## src/rtl/lif_arb_pkg.sv

```systemverilog
// Shared types and defaults for the LIF spike arbiter: event record layout and
// address-width helper.
package lif_arb_pkg;

  localparam int unsigned DefNNeurons  = 3;
  localparam int unsigned DefFifoDepth = 4;
  localparam int unsigned DefTsW       = 8;

  // Address width for n neurons; a single neuron still needs one address bit.
  function automatic int unsigned calc_aw(input int unsigned n);
    return (n > 1) ? $clog2(n) : 1;
  endfunction

  localparam int unsigned DefAw = calc_aw(DefNNeurons);

  typedef struct packed {
    logic [DefAw-1:0]  addr;
    logic [DefTsW-1:0] ts;
  } lif_event_t;

endpackage

```

## src/rtl/lif_event_fifo.sv

```systemverilog
// Synchronous event FIFO with registered storage; the head entry is read straight
// from the storage flops, so it is stable until popped.
module lif_event_fifo #(
  parameter int unsigned DEPTH = 4,
  parameter int unsigned WIDTH = 10
) (
  input  logic             i_clk,
  input  logic             i_rst,
  input  logic             i_push,
  input  logic [WIDTH-1:0] i_data,
  input  logic             i_pop,
  output logic [WIDTH-1:0] o_data,
  output logic             o_empty,
  output logic             o_full
);

  localparam int unsigned PW = $clog2(DEPTH);
  localparam logic [PW:0] FullCnt = (PW+1)'(DEPTH);

  logic [WIDTH-1:0] r_mem [DEPTH];
  logic [PW-1:0]    r_wr_ptr;
  logic [PW-1:0]    r_rd_ptr;
  logic [PW:0]      r_count;
  logic             w_push;
  logic             w_pop;

  assign o_empty = (r_count == '0);
  assign o_full  = (r_count == FullCnt);
  assign o_data  = r_mem[r_rd_ptr];

  assign w_pop  = i_pop && !o_empty;
  // A pop frees the slot the push needs, so push+pop is legal even when full.
  assign w_push = i_push && (!o_full || w_pop);

  always_ff @(posedge i_clk or posedge i_rst) begin
    if (i_rst) begin
      for (int i = 0; i < DEPTH; i++) begin
        r_mem[i] <= '0;
      end
      r_wr_ptr <= '0;
      r_rd_ptr <= '0;
      r_count  <= '0;
    end else begin
      if (w_push) begin
        r_mem[r_wr_ptr] <= i_data;
        r_wr_ptr        <= r_wr_ptr + PW'(1);
      end
      if (w_pop) begin
        r_rd_ptr <= r_rd_ptr + PW'(1);
      end
      case ({w_push, w_pop})
        2'b10:   r_count <= r_count + (PW+1)'(1);
        2'b01:   r_count <= r_count - (PW+1)'(1);
        default: r_count <= r_count;
      endcase
    end
  end

endmodule

```

## src/rtl/lif_spike_arbiter.sv

```systemverilog
// Latches spikes from N LIF neurons, grants them round-robin and serialises them as
// AER events {address, timestamp} through a small FIFO onto a valid/ready stream.
module lif_spike_arbiter
  import lif_arb_pkg::*;
#(
  parameter int unsigned N_NEURONS  = DefNNeurons,
  parameter int unsigned FIFO_DEPTH = DefFifoDepth,
  parameter int unsigned TS_W       = DefTsW,
  localparam int unsigned AW        = calc_aw(N_NEURONS)
) (
  input  logic                 i_clk,
  input  logic                 i_rst,
  input  logic                 i_ena,
  input  logic                 i_tick,
  input  logic [N_NEURONS-1:0] i_spike_in,
  input  logic                 i_clr_flags,
  output logic                 o_ev_valid,
  input  logic                 i_ev_ready,
  output logic [AW-1:0]        o_ev_addr,
  output logic [TS_W-1:0]      o_ev_ts,
  output logic [N_NEURONS-1:0] o_pending,
  output logic                 o_overflow,
  output logic [7:0]           o_drop_cnt
);

  logic [N_NEURONS-1:0] r_pending;
  logic [AW-1:0]        r_rr_ptr;
  logic [TS_W-1:0]      r_ts;
  logic                 r_overflow;
  logic [7:0]           r_drop_cnt;

  logic                 w_pop;
  logic                 w_full;
  logic                 w_empty;
  logic                 w_grant;
  logic                 w_found;
  logic [AW-1:0]        w_winner;
  logic [AW-1:0]        w_rr_next;
  logic [N_NEURONS-1:0] w_pending_d;
  logic [7:0]           w_coal_cnt;
  logic [8:0]           w_drop_sum;
  logic [AW+TS_W-1:0]   w_head;

  assign w_pop   = o_ev_valid && i_ev_ready;
  assign w_grant = (|r_pending) && (!w_full || w_pop);

  // Round-robin: first pending index at or above the pointer, else lowest pending.
  always_comb begin
    w_winner = '0;
    w_found  = 1'b0;
    for (int unsigned i = 0; i < N_NEURONS; i++) begin
      if (!w_found && r_pending[i] && (AW'(i) >= r_rr_ptr)) begin
        w_winner = AW'(i);
        w_found  = 1'b1;
      end
    end
    for (int unsigned i = 0; i < N_NEURONS; i++) begin
      if (!w_found && r_pending[i]) begin
        w_winner = AW'(i);
        w_found  = 1'b1;
      end
    end
  end

  assign w_rr_next = (w_winner == AW'(N_NEURONS - 1)) ? '0 : w_winner + AW'(1);

  // Capture is applied after the grant clear, so a spike on the winner re-arms it.
  always_comb begin
    w_pending_d = r_pending;
    w_coal_cnt  = '0;
    if (w_grant) begin
      w_pending_d[w_winner] = 1'b0;
    end
    for (int unsigned i = 0; i < N_NEURONS; i++) begin
      if (i_ena && i_spike_in[i] && r_pending[i] && !(w_grant && (w_winner == AW'(i)))) begin
        w_coal_cnt = w_coal_cnt + 8'(1);
      end
    end
    if (i_ena) begin
      w_pending_d = w_pending_d | i_spike_in;
    end
  end

  assign w_drop_sum = {1'b0, r_drop_cnt} + {1'b0, w_coal_cnt};

  always_ff @(posedge i_clk or posedge i_rst) begin
    if (i_rst) begin
      r_pending  <= '0;
      r_rr_ptr   <= '0;
      r_ts       <= '0;
      r_overflow <= 1'b0;
      r_drop_cnt <= '0;
    end else begin
      r_pending <= w_pending_d;
      if (w_grant) begin
        r_rr_ptr <= w_rr_next;
      end
      if (i_tick && i_ena) begin
        r_ts <= r_ts + TS_W'(1);
      end
      if (i_clr_flags) begin
        r_overflow <= 1'b0;
        r_drop_cnt <= '0;
      end else if (w_coal_cnt != '0) begin
        r_overflow <= 1'b1;
        r_drop_cnt <= w_drop_sum[8] ? 8'hFF : w_drop_sum[7:0];
      end
    end
  end

  lif_event_fifo #(
    .DEPTH (FIFO_DEPTH),
    .WIDTH (AW + TS_W)
  ) u_fifo (
    .i_clk   (i_clk),
    .i_rst   (i_rst),
    .i_push  (w_grant),
    .i_data  ({w_winner, r_ts}),
    .i_pop   (w_pop),
    .o_data  (w_head),
    .o_empty (w_empty),
    .o_full  (w_full)
  );

  assign o_ev_valid = !w_empty;
  assign o_ev_addr  = w_head[TS_W +: AW];
  assign o_ev_ts    = w_head[TS_W-1:0];
  assign o_pending  = r_pending;
  assign o_overflow = r_overflow;
  assign o_drop_cnt = r_drop_cnt;

endmodule
```

## config.mk

```make
export PLATFORM = sky130hd
export DESIGN_NAME = lif_spike_arbiter
export DESIGN_NICKNAME = d
export VERILOG_FILES = /design/src/rtl/lif_arb_pkg.sv /design/src/rtl/lif_event_fifo.sv /design/src/rtl/lif_spike_arbiter.sv
export SDC_FILE = /design/constraint.sdc
export NUM_CORES = 1
export LEC_CHECK = 0
export BUFFER_PORTS_ARGS = -buffer_cell sky130_fd_sc_hd__buf_2
export CORE_MARGIN = 4
export CORE_UTILIZATION = 55
export CTS_CLUSTER_SIZE = 30
export DETAILED_ROUTE_END_ITERATION = 8
export GPL_TIMING_DRIVEN = 0
export PLACE_DENSITY = 0.75
export SYNTH_ARGS = -nofsm -noshare
export SYNTH_HDL_FRONTEND = slang
export SYNTH_HIERARCHICAL = 1
export SYNTH_SLANG_ARGS = --single-unit
```

## constraint.sdc

```tcl
create_clock -name i_clk -period 8.4 [get_ports i_clk]
set_input_delay 0.42 -clock i_clk [delete_from_list [all_inputs] [get_ports i_clk]]
set_output_delay 0.42 -clock i_clk [all_outputs]
set_load 0.01 [all_outputs]
```

Word level (Yosys, flattened, before mapping)
Cells that the tools add are included.

Div/mod/pow operators: 0. Multipliers: 0. Magnitude comparators: 8. Add/subtract/negate cells: 9. Equality and inequality tests: 5. Bitwise operators: 5. Reductions and logical operators: 45. Shift-type cells: 0. Muxes and demuxes: 30.

Operators by type and width (count): $bwmux 40 (1); $mux 8 (5); $mux 10 (3); $logic_and 1x1->1 (27); $add 8x1->8 const B (3); $bmux 10 s2 (1); $demux 10 s2 (1); $logic_not 1->1 (10); $mux 1 (10); $mux 2 (5); $add 8x8->9 (1); $reduce_bool 8->1 (1); $add 2x1->2 const B (3); $ge 3x3->1 const B (2); $mux 3 (2); $not 2->3 (2); $pmux 3 s2 (1); $eq 2x1->1 const B (2); $eq 2x2->1 const B (2); $ge 1x2->1 const A (2); $reduce_bool 2->1 (2); $add 3x1->3 const B (1); $and 3x3->3 (1); $eq 3x3->1 const B (1); other kinds (12) (13).

Bits in latches: 0. Flip-flop bits (word level): 69. Memories kept: 0. Output and inout bits: 23. Logic and storage cells: 114. Bits in writable memories: 0. Bits in read-only memories: 0.

Logic depth before layout (Yosys ltp)
Depth in word-level cells: 33. Gate-level depth with buffers: 16. Depth with buffers taken out: 16.

Hierarchy
Netlist, hierarchy kept.

By module, submodules not included: lif_event_fifo (sequential area each 1176.1 um^2, times used 1, cells an instance 134, area an instance 2142.1 um^2); lif_spike_arbiter (sequential area each 550.5 um^2, times used 1, cells an instance 134, area an instance 1302.5 um^2).

Least setup slack after synthesis
No wires, ideal clock.

Path type: flip-flop to flip-flop. Start point: register u_fifo.r_count[0]. End point: register r_drop_cnt[5], in the netlist o_drop_cnt[5]. Clock period less this slack: 3353 ps. Path buffers: 0. Slack: 5047 ps. Stages on the path, launching flop included: 14. Arrival time: 3253 ps. Setup time: 99 ps. Data required time: 8301 ps. Path through: dfrtp_1 > nor3_1 > and2b_1 > nor2_1 > o21ai_0 > or2_2 > ha_1 > xor2_1 > ha_1 > fa_1 > a21oi_1 > or3_1 > and2_1 > a311oi_1.

Cells in the longest elaborated chain, start to end: 17.

Ends and longest elaborated chain: from (decl) (RTL line lif_event_fifo.sv:23) `logic [PW:0] r_count;`; from (signal assigned) (RTL line lif_event_fifo.sv:52) `2'b10: r_count <= r_count + (PW+1)'(1);`; from (signal assigned) (RTL line lif_event_fifo.sv:53) `2'b01: r_count <= r_count - (PW+1)'(1);`; from (signal assigned) (RTL line lif_event_fifo.sv:54) `default: r_count <= r_count;`; $logic_not 3->1 (*) (RTL line lif_event_fifo.sv:27) `assign o_empty = (r_count == '0);`; via w_empty (RTL line lif_spike_arbiter.sv:34) `logic w_empty;`; $logic_not 1->1 (*) (RTL line lif_spike_arbiter.sv:125) `assign o_ev_valid = !w_empty;`; $logic_and 1x1->1 (*) (RTL line lif_spike_arbiter.sv:44) `assign w_pop = o_ev_valid && i_ev_ready;`; via w_pop (RTL line lif_spike_arbiter.sv:32) `logic w_pop;`; $logic_or 1x1->1 (*) (RTL line lif_spike_arbiter.sv:45) `assign w_grant = (|r_pending) && (!w_full || w_pop);`; $logic_and 1x1->1 (*) (RTL line lif_spike_arbiter.sv:45); $logic_and 1x1->1 (RTL line lif_spike_arbiter.sv:75) `if (i_ena && i_spike_in[i] && r_pending[i] && !(w_grant && (w_winner == AW'(i)))) begin`; [... 3 more ...]; $add 8x1->8 (RTL line lif_spike_arbiter.sv:76) `w_coal_cnt = w_coal_cnt + 8'(1);`; $mux 8 (RTL line lif_spike_arbiter.sv:75); $add 8x1->8 (RTL line lif_spike_arbiter.sv:76); $mux 8 (*) (RTL line lif_spike_arbiter.sv:75); $add 8x8->9 (RTL line lif_spike_arbiter.sv:84) `assign w_drop_sum = {1'b0, r_drop_cnt} + {1'b0, w_coal_cnt};`; $mux 8 (RTL line lif_spike_arbiter.sv:106) `r_drop_cnt <= w_drop_sum[8] ? 8'hFF : w_drop_sum[7:0];`; $mux 8 (RTL line lif_spike_arbiter.sv:104) `end else if (w_coal_cnt != '0) begin`; $mux 8 (RTL line lif_spike_arbiter.sv:101) `if (i_clr_flags) begin`; to (signal assigned) (RTL line lif_spike_arbiter.sv:106); to (decl) (RTL line lif_spike_arbiter.sv:30) `logic [7:0] r_drop_cnt;`.

The timed path passes the listed nets; every way through them passes the cells marked *. The select of a mux whose other input is x is not followed. A chain may end at the register's enable or synchronous reset.

Final worst setup path
Ends and elaborated chain as after synthesis.

==> results.json <==
{
  "relSlewSlack": 0.384,
  "outcome": "completed",
  "yosys_warnings": 6,
  "htree_levels": 3,
  "cts_tree": "yes",
  "fp.dieH_um": 87.1,
  "crit_chain": "nor3_1, and2b_1, nor2_1, o21ai_0, or2_2, ha_1, xor2_1, ha_1, fa_1, a21oi_1, or3_1, and2_1, a311oi_1",
  "hold_path_class": "in -> async",
  "multi_input_area_um2": 1620,
  "die-area_um2": 7590,
  "cts.path.max_buffers": 2,
  "ff_latch_area_um2": 1730,
  "grt_start_max_net_pins": 26,
  "io_pins": 32,
  "syn_nets": 290,
  "cp_data_arrival_time_ns": 3.97,
  "path_max_fanout": 5,
  "crit_cells": 13,
  "syn_avg_cell_area_um2": 12.9,
  "viasPerCell": 5.67,
  "ys_ff_latch": 69,
  "via_count": 2206,
  "num_antenna_cells": 0,
  "fill_cells": 441,
  "final.setup_skew_ns": 0.00524,
  "synthArstFlopShare": 1.00,
  "cts_buffers": 9,
  "finalHoldViolCount": 0,
  "ys_seq_area_frac": 0.501,
  "grt_pass1_wl_um": 11300,
  "ctsResizeCount": 0,
  "ctsHoldBuffers": 0,
  "initial_utilization": 0.575,
  "cp.buffers_inverters": 0,
  "overflow": 0,
  "num_rows": 28,
  "crit-reg2reg-launch": "u_fifo/r_count[0]",
  "firstDrtPassIters": 5,
  "setup_violations": 0,
  "min_period_ns": 3.72,
  "power_leakage_nw": 1.90,
  "area.growth.synth_to_final_pct": 13.8,
  "synth_edf_count": 0,
  "power.density_nw_per_um2": 386,
  "critPathLaunchType": "flop",
  "worstPathRequired_ns": 8.65,
  "rsz0062_at_grt": "false",
  "syn_inst": 268,
  "worst_slew_pin_slew_ns": 0.922,
  "routed_wl_um": 6520,
  "fin_nets": 331,
  "crit_slowest_cell": "dfrtp_1",
  "cts_sinks": 69,
  "drc": 0,
  "post_drt_wl_per_cell_um": 16.8,
  "final_common_cell": "dfrtp_1",
  "end_kind": "flop",
  "drtIter0Drc": 68,
  "worst_slack_ns": 4.68,
  "path_common_cell": "ha_1",
  "cap_violations": 0,
  "cp_slowest_stage_delay_ns": 0.45,
  "cp_top_family": "simple AND/OR/NAND/NOR gates",
  "ir_drop_v": 0.000256,
  "timing.rr.end": "o_drop_cnt[5]",
  "antenna_found_initial": 0,
  "slew_violations": 0,
  "clk-insertion-delay-late_ns": 0.34,
  "reg2reg_setup_slack_ns": 4.68,
  "cts-root-buf": "clkbuf_8",
  "clk_pin_slew_ns": 0.08,
  "syn_area_um2": 3440,
  "fmax_mhz": 269,
  "hpwlAfterDp_um": 4490,
  "layout-drive-gt1-share": 0.376,
  "reg2reg_depth": 13,
  "synthDistinctLibCells": 46,
  "dieWidth_um": 87.1,
  "ys.flop_type": "dfrtp_1",
  "postCtsSetupBuffers": 0,
  "grtUsageTotal": 0.197,
  "grt_pass1_vias": 2314,
  "p_total_mw": 1.51,
  "timing.setup.tns_ns": 0,
  "gp_congestion": 0.835,
  "final_antenna_net_count": 0,
  "mostFrequentLayoutCells": "dfrtp_1 (69), mux2_2 (42), buf_2 (31)",
  "pre_cts_ws_ns": 4.65,
  "portBuffers": 29,
  "coreArea_um2": 5990,
  "critical_path_class": "reg -> reg",
  "period_share": 0.443
}
## where the power goes
part           switching (mW)  internal (mW)
registers               0.102          0.459
logic                   0.318          0.337
clock network           0.129          0.167
## Yosys cell counts (all sizes together) (2+ instances only)
cell | count | area, µm²
inv | 15 | 56.3
a21o | 3 | 22.5
buf | 6 | 43.8
xnor2 | 8 | 70.1
and3 | 4 | 25.0
a311oi | 6 | 58.8
a41oi | 2 | 17.5
nand3 | 7 | 35.0
xor2 | 7 | 61.3
fa | 2 | 40.0
and2b | 2 | 16.3
a31oi | 2 | 12.5
dfrtp | 69 | 1730
mux2i | 2 | 20.0
nor2 | 19 | 81.3
ha | 11 | 138
nor3 | 4 | 20.0
and2 | 2 | 15.0
nand2 | 15 | 58.8
mux2 | 42 | 473
mux4 | 10 | 225
o21ai | 4 | 20.0
a211oi | 2 | 15.0
a21oi | 10 | 50.1
## sequential cells by signal (all words and copies together) (netlist names)
name,count
u_fifo/r_wr_ptr,2
o_drop_cnt,8
o_overflow,1
u_fifo/r_rd_ptr,2
u_fifo/r_count,3
u_fifo/r_mem,40
o_pending,3
r_rr_ptr,2
r_ts,8
## how the worst max path moves through the flow
stage | from | to | slack, ns
floorplan | u_fifo/r_count[0] | o_drop_cnt[5] | 5.05
global placement | u_fifo/r_count[0] | o_drop_cnt[5] | 4.74
detailed placement | u_fifo/r_count[0] | o_drop_cnt[5] | 4.65
CTS | u_fifo/r_count[0] | o_drop_cnt[5] | 4.66
global route | u_fifo/r_count[0] | o_drop_cnt[5] | 4.36
finish | u_fifo/r_count[0] | o_drop_cnt[5] | 4.68
## cell type report
class,instances,share of cell area
Sequential cell,69,0.441
Multi-Input combinational cell,178,0.413
Timing Repair Buffer,30,0.0421
Clock buffer,10,0.0326
Tap cell,75,0.0239
Clock inverter,6,0.0223
Inverter,15,0.0144
Buffer,6,0.0112
## routing by layer
metal / routed length [µm] / global-route usage / up-vias
met5: 0 / 0 / -
met4: 108 / 0.0837 / 0
met3: 211 / 0.0388 / 9
met2: 3150 / 0.309 / 44
met1: 3050 / 0.267 / 1106
li1: - / - / 1047
## kinds of logic after synthesis
family / share of synthesized area
flip-flops: 0.501
AND/OR/NAND/NOR: 0.0959
multiplexers: 0.209
AO/OA/AOI/OAI: 0.0756
buffers and inverters: 0.0291
XOR/XNOR: 0.0381
adder cells (fa/ha/maj): 0.0516
## through the flow
stage	cells	area (µm²)	util	hold WS, ns
3_5_place_dp	373	3700	0.618	0.487
4_1_cts	389	3920	0.654	0.117
3_3_place_gp	372	3680	0.615	0.477
6_report	389	3920	0.654	0.111
5_1_grt	389	3920	0.654	0.144
2_1_floorplan	268	3440	-	0.409
## worst reg2reg max path: cells and delay by family (launching register included)
family | cells | cell delay [ns]
adders and majority gates | 3 | 0.77
DFF | 1 | 0.45
xor gates and xnor gates | 1 | 0.17
AOI/OAI and AO/OA | 3 | 0.53
and+or+nand+nor | 6 | 1.71
No activity file was read; power rests on OpenSTA's default activity.
